## config.mk

```make
export PLATFORM = sky130hd
export DESIGN_NAME = direction_input_ctrl
export DESIGN_NICKNAME = d
export VERILOG_FILES = /design/src/rtl/paint_pkg.sv /design/src/rtl/button_debounce.sv /design/src/rtl/direction_input_ctrl.sv
export SDC_FILE = /design/constraint.sdc
export NUM_CORES = 1
export LEC_CHECK = 0
export ABC_AREA = 1
export CAP_MARGIN = 10
export CORE_MARGIN = 1
export CORE_UTILIZATION = 32
export CTS_CLUSTER_SIZE = 16
export DETAILED_ROUTE_END_ITERATION = 10
export DONT_BUFFER_PORTS = 1
export HOLD_SLACK_MARGIN = 0.08
export PLACE_DENSITY = 0.5
export SYNTH_ARGS = -nofsm -noshare
export SYNTH_HDL_FRONTEND = slang
export SYNTH_SLANG_ARGS = --single-unit
```

## constraint.sdc

```tcl
create_clock -name clock -period 3 [get_ports clock]
set_clock_uncertainty 0.05 [all_clocks]
set_input_delay 0.6 -clock clock [delete_from_list [all_inputs] [get_ports clock]]
set_output_delay 0.6 -clock clock [all_outputs]
set_load 0.005 [all_outputs]
```

## src/rtl/paint_pkg.sv

```systemverilog
// Shared definitions for the paint cursor front end: direction bit positions,
// step FSM encoding and the opposing-button cancellation helper.
package paint_pkg;

  localparam int DIR_LEFT  = 3;
  localparam int DIR_UP    = 2;
  localparam int DIR_RIGHT = 1;
  localparam int DIR_DOWN  = 0;
  localparam int NUM_BTN   = 4;

  typedef enum logic [1:0] {
    ST_IDLE   = 2'd0,
    ST_FIRST  = 2'd1,
    ST_REPEAT = 2'd2
  } step_state_e;

  // Opposing directions cancel each other on their own axis only.
  function automatic logic [NUM_BTN-1:0] combine_dirs(input logic [NUM_BTN-1:0] pressed);
    logic [NUM_BTN-1:0] d;
    d = pressed;
    if (pressed[DIR_LEFT] && pressed[DIR_RIGHT]) begin
      d[DIR_LEFT]  = 1'b0;
      d[DIR_RIGHT] = 1'b0;
    end
    if (pressed[DIR_UP] && pressed[DIR_DOWN]) begin
      d[DIR_UP]   = 1'b0;
      d[DIR_DOWN] = 1'b0;
    end
    return d;
  endfunction

endpackage

```

## src/rtl/button_debounce.sv

```systemverilog
// One button: 2-flop synchroniser followed by a stability counter that only
// accepts a new level after DEBOUNCE_CYCLES consecutive differing samples.
module button_debounce #(
  parameter int DEBOUNCE_CYCLES = 500000
) (
  input  logic clock,
  input  logic resetn,
  input  logic raw_n_i,
  output logic level_o
);

  localparam int CW = $clog2(DEBOUNCE_CYCLES);
  localparam logic [CW-1:0] CNT_LAST = CW'(DEBOUNCE_CYCLES - 1);

  logic          sync1_q, sync2_q;
  logic          level_q, level_d;
  logic [CW-1:0] cnt_q, cnt_d;

  // Counter only runs while the synced level disagrees with the accepted one.
  always_comb begin
    level_d = level_q;
    cnt_d   = '0;
    if (sync2_q != level_q) begin
      if (cnt_q == CNT_LAST) level_d = sync2_q;
      else                   cnt_d   = cnt_q + 1'b1;
    end
  end

  always_ff @(posedge clock or negedge resetn) begin
    if (!resetn) begin
      sync1_q <= 1'b1;
      sync2_q <= 1'b1;
      level_q <= 1'b1;
      cnt_q   <= '0;
    end else begin
      sync1_q <= raw_n_i;
      sync2_q <= sync1_q;
      level_q <= level_d;
      cnt_q   <= cnt_d;
    end
  end

  assign level_o = level_q;

endmodule

```

## src/rtl/direction_input_ctrl.sv

```systemverilog
// Turns four raw active-low buttons into registered one-cycle move strobes
// with a step on press and auto-repeat after a hold delay.
module direction_input_ctrl
  import paint_pkg::*;
#(
  parameter int DEBOUNCE_CYCLES = 500000,
  parameter int FIRST_DELAY     = 25000000,
  parameter int REPEAT_PERIOD   = 5000000
) (
  input  logic               clock,
  input  logic               resetn,
  input  logic [NUM_BTN-1:0] btn_n,
  output logic [NUM_BTN-1:0] directions,
  output logic               enMove
);

  localparam int TMAX = (FIRST_DELAY > REPEAT_PERIOD) ? FIRST_DELAY : REPEAT_PERIOD;
  localparam int TW   = $clog2(TMAX);
  localparam logic [TW-1:0] FIRST_LAST  = TW'(FIRST_DELAY - 1);
  localparam logic [TW-1:0] REPEAT_LAST = TW'(REPEAT_PERIOD - 1);

  logic [NUM_BTN-1:0] accepted;
  logic [NUM_BTN-1:0] dir_now;

  for (genvar i = 0; i < NUM_BTN; i++) begin : g_btn
    button_debounce #(
      .DEBOUNCE_CYCLES(DEBOUNCE_CYCLES)
    ) u_db (
      .clock  (clock),
      .resetn (resetn),
      .raw_n_i(btn_n[i]),
      .level_o(accepted[i])
    );
  end

  assign dir_now = combine_dirs(~accepted);

  step_state_e        state_q;
  logic [TW-1:0]      timer_q;
  logic [NUM_BTN-1:0] dir_q;
  logic               en_q;
  logic               changed;

  // dir_q always holds the last emitted direction, so it doubles as the change reference.
  assign changed = (dir_now != dir_q);

  always_ff @(posedge clock or negedge resetn) begin
    if (!resetn) begin
      state_q <= ST_IDLE;
      timer_q <= '0;
      dir_q   <= '0;
      en_q    <= 1'b0;
    end else begin
      en_q <= 1'b0;
      case (state_q)
        ST_IDLE: begin
          timer_q <= '0;
          if (dir_now != '0) begin
            en_q    <= 1'b1;
            dir_q   <= dir_now;
            state_q <= ST_FIRST;
          end
        end
        ST_FIRST, ST_REPEAT: begin
          if (dir_now == '0) begin
            state_q <= ST_IDLE;
            dir_q   <= '0;
            timer_q <= '0;
          end else if (changed && !en_q) begin
            // A change landing right after a step waits one cycle so strobes never abut.
            en_q    <= 1'b1;
            dir_q   <= dir_now;
            timer_q <= '0;
            state_q <= ST_FIRST;
          end else if (!changed &&
                       (((state_q == ST_FIRST)  && (timer_q == FIRST_LAST)) ||
                        ((state_q == ST_REPEAT) && (timer_q == REPEAT_LAST)))) begin
            en_q    <= 1'b1;
            timer_q <= '0;
            state_q <= ST_REPEAT;
          end else begin
            timer_q <= timer_q + 1'b1;
          end
        end
        default: begin
          state_q <= ST_IDLE;
          timer_q <= '0;
          dir_q   <= '0;
        end
      endcase
    end
  end

  assign directions = dir_q;
  assign enMove     = en_q;

endmodule

```

==> results.yml <==
status:
  status: "complete, but fails checks"
  violations: "negative hold slack"
sta:
  max-slew-margin-rel: 0.641
  max_slew.worst_pin.slew_ps: 536
  setup_viol: 0
  setup_tns_ps: 0
  rsz0062_at_grt: "false"
  fin_crit_sh: 0.678
  min_period_ps: 2030
  drv_slew: 0
  max_freq_mhz: 492
  timing.final.ws_setup_ps: 966
  finalHoldViolations: 108
  timing.hold.ws_ps: -167
worst_setup_path:
  r2r_setup_slack_ps: 970
  cp_data_required_time_ps: 3250
  startpoint: "g_btn[3].u_db.level_o$_DFFE_PN1P_"
  path_class: "reg -> reg"
  cp_slowest_cell: "dfstp_2"
  crit_end: "state_q[1]$_DFFE_PN0P_"
  r2r_cells: 9
  cpPeakStageDelay_ps: 590
  worstPathMaxFanout: 20
  start_kind: "register"
  crit_chain: "nand2_1, nand2_1, nand2_1, nor2_1, nand2_1, nand2_4, nand3_2, nand3_1, nand2_1"
  r2r_end: "state_q[1]$_DFFE_PN0P_"
  arrival_ps: 2280
  cp-end-kind: "register"
  r2r-start: "g_btn[3].u_db.level_o$_DFFE_PN1P_"
  crit_path_frequent_cell: "nand2_1"
route:
  drc: 0
  drtAntennaViolNets: 0
  num_vias: 5554
  wl_per_cell_um: 12.6
  routed_via_density: 4.76
  drtIter0Drc: 266
  wl_mm: 14.6
  first_pass_iters: 5
yosys:
  ys_types: 35
  synth-edff-count: 0
  avgSynthCellArea_um2: 7.70
  syn_nets: 886
  synth.largest_area_cell: "dfrtp_1"
  syn_area_mm2: 0.00671
  synth_top_area_share: 0.403
  synth_commonest_cells: "nand2_1, nor2_1, inv_1, dfrtp_1, nand3_1"
  yosys_warnings: 0
  ys_seq_area_frac: 0.450
  ys.flop_type: "dfrtp_1"
  syn_inst: 871
  async_flop_share: 1.00
  synth.area.top_cells: "dfrtp_1, nand2_1, nor2_1"
  yosysMostFrequentCell: "nand2_1"
  ys_seq_elements: 120
pwr:
  ir_drop_v: 0.000321
  total_power_mw: 3.66
  p_per_area_mw_per_mm2: 484
  p_leak_nw: 3.14
cells_and_area:
  drive_above_1_share: 0.0836
  num_antenna_cells: 0
  syn_to_final_growth_pct: 12.6
  n_fill_cell: 2116
  num-nets-final: 899
grt:
  overflow: 0
  grt_start_max_net_pins: 121
  grt.total_usage: 0.149
  antenna_found_initial: 0
  grt_pass1_wl_mm: 25.9
  grt_pass1_vias: 5474
clock_tree:
  cts_buffers: 17
  htreeDepth: 4
  cts_setup_buffers: 0
  tritoncts: "built"
  cts-resized-gates: 0
  cts_buffer_depth: 2
  clockRootBuffer: "clkbuf_16"
  clk_pin_slew_ps: 50
  cts_sinks: 120
  clk-insertion-delay-late_ps: 410
placement:
  post-place-ws_ps: 943
  gp_congestion: 0.809
  hpwl_mm: 10.5
  io_buffers: 0
floorplanning:
  coreArea_mm2: 0.0204
  design.die.area_mm2: 0.0215
  die_y_um: 147
  rows: 52
  ioPinCount: 11
  die_x_um: 147
  start_util: 0.329
flow_run:
  cap_violations: 0
worst_hold_path:
  hold_path.class: "in -> async"
metrics by stage:
stage	std cells	instance area [µm²]	hold WS, ps	util
6_report	1167	7550	-167	0.371
5_1_grt	1167	7550	-193	0.371
4_1_cts	1167	7550	-181	0.371
3_5_place_dp	1135	7000	262	0.344
3_3_place_gp	1135	7000	262	0.344
2_1_floorplan	871	6710	254	-
power breakdown:
| part | total [mW] | switching (mW) | internal (mW) |
|---|---|---|---|
| logic | 0.0488 | 0.0338 | 0.0149 |
| registers | 1.66 | 0.0141 | 1.64 |
| clock network | 1.95 | 0.717 | 1.23 |
critical path: cells and delay by family (launching register included):
family | cells | cell delay, ps
flops | 1 | 590
simple gates | 9 | 1280
flip-flops by register name, summed over array words and instances, names as in the netlist:
signal              count
directions              4
enMove                  1
g_btn.u_db.cnt_q       76
g_btn.u_db.level_o      4
g_btn.u_db.sync1_q      4
g_btn.u_db.sync2_q      4
state_q                 2
timer_q                25
routing by layer:
layer  wire (µm)  GRT usage  part of all wire
met1        7400      0.201              0.50
met2        6520      0.233              0.44
met3         539     0.0410             0.037
met4         194     0.0417             0.013
met5           0          0                 0
how the worst min path moves through the flow:
stage	start	to	slack (ps)	cells past startpoint
finish	resetn	g_btn[3].u_db.cnt_q[14]$_DFF_PN0_	-170	0
global route	resetn	g_btn[3].u_db.cnt_q[6]$_DFF_PN0_	-190	0
CTS	resetn	g_btn[3].u_db.cnt_q[6]$_DFF_PN0_	-180	0
detailed placement	resetn	g_btn[0].u_db.cnt_q[0]$_DFF_PN0_	260	0
global placement	resetn	g_btn[0].u_db.cnt_q[0]$_DFF_PN0_	260	0
floorplan	resetn	directions[0]$_DFFE_PN0P_	250	0
placed cells by master (no fill, tap or decap), drive strengths merged, types with 4 or more instances in the layout:
cell type	n
a21oi	24
a31oi	4
clkbuf	22
clkinv	8
dfrtp	108
dfstp	12
ha	9
inv	120
nand2	186
nand3	61
nand4	46
nor2	158
nor3	50
nor3b	18
nor4	10
o21ai	17
xor2	32
cells by family after synthesis:
kind of cell    Yosys count  synth area share
simple gates            531             0.373
buf+inv                 127            0.0750
compound gates           50            0.0407
flops                   120             0.450
fa+ha+maj                 9            0.0168
xor+xnor                 34            0.0444
area by class of cell:
| type | count | area [µm²] | share of cell area |
|---|---|---|---|
| multi-input cells | 624 | 3190 | 0.422 |
| flip-flops and latches | 120 | 3020 | 0.399 |
| clock buffers | 22 | 454 | 0.0601 |
| inverters | 121 | 454 | 0.0601 |
| well taps | 270 | 338 | 0.0447 |
| clock inverters | 10 | 103 | 0.0136 |
No activity file was read; power rests on OpenSTA's default activity.
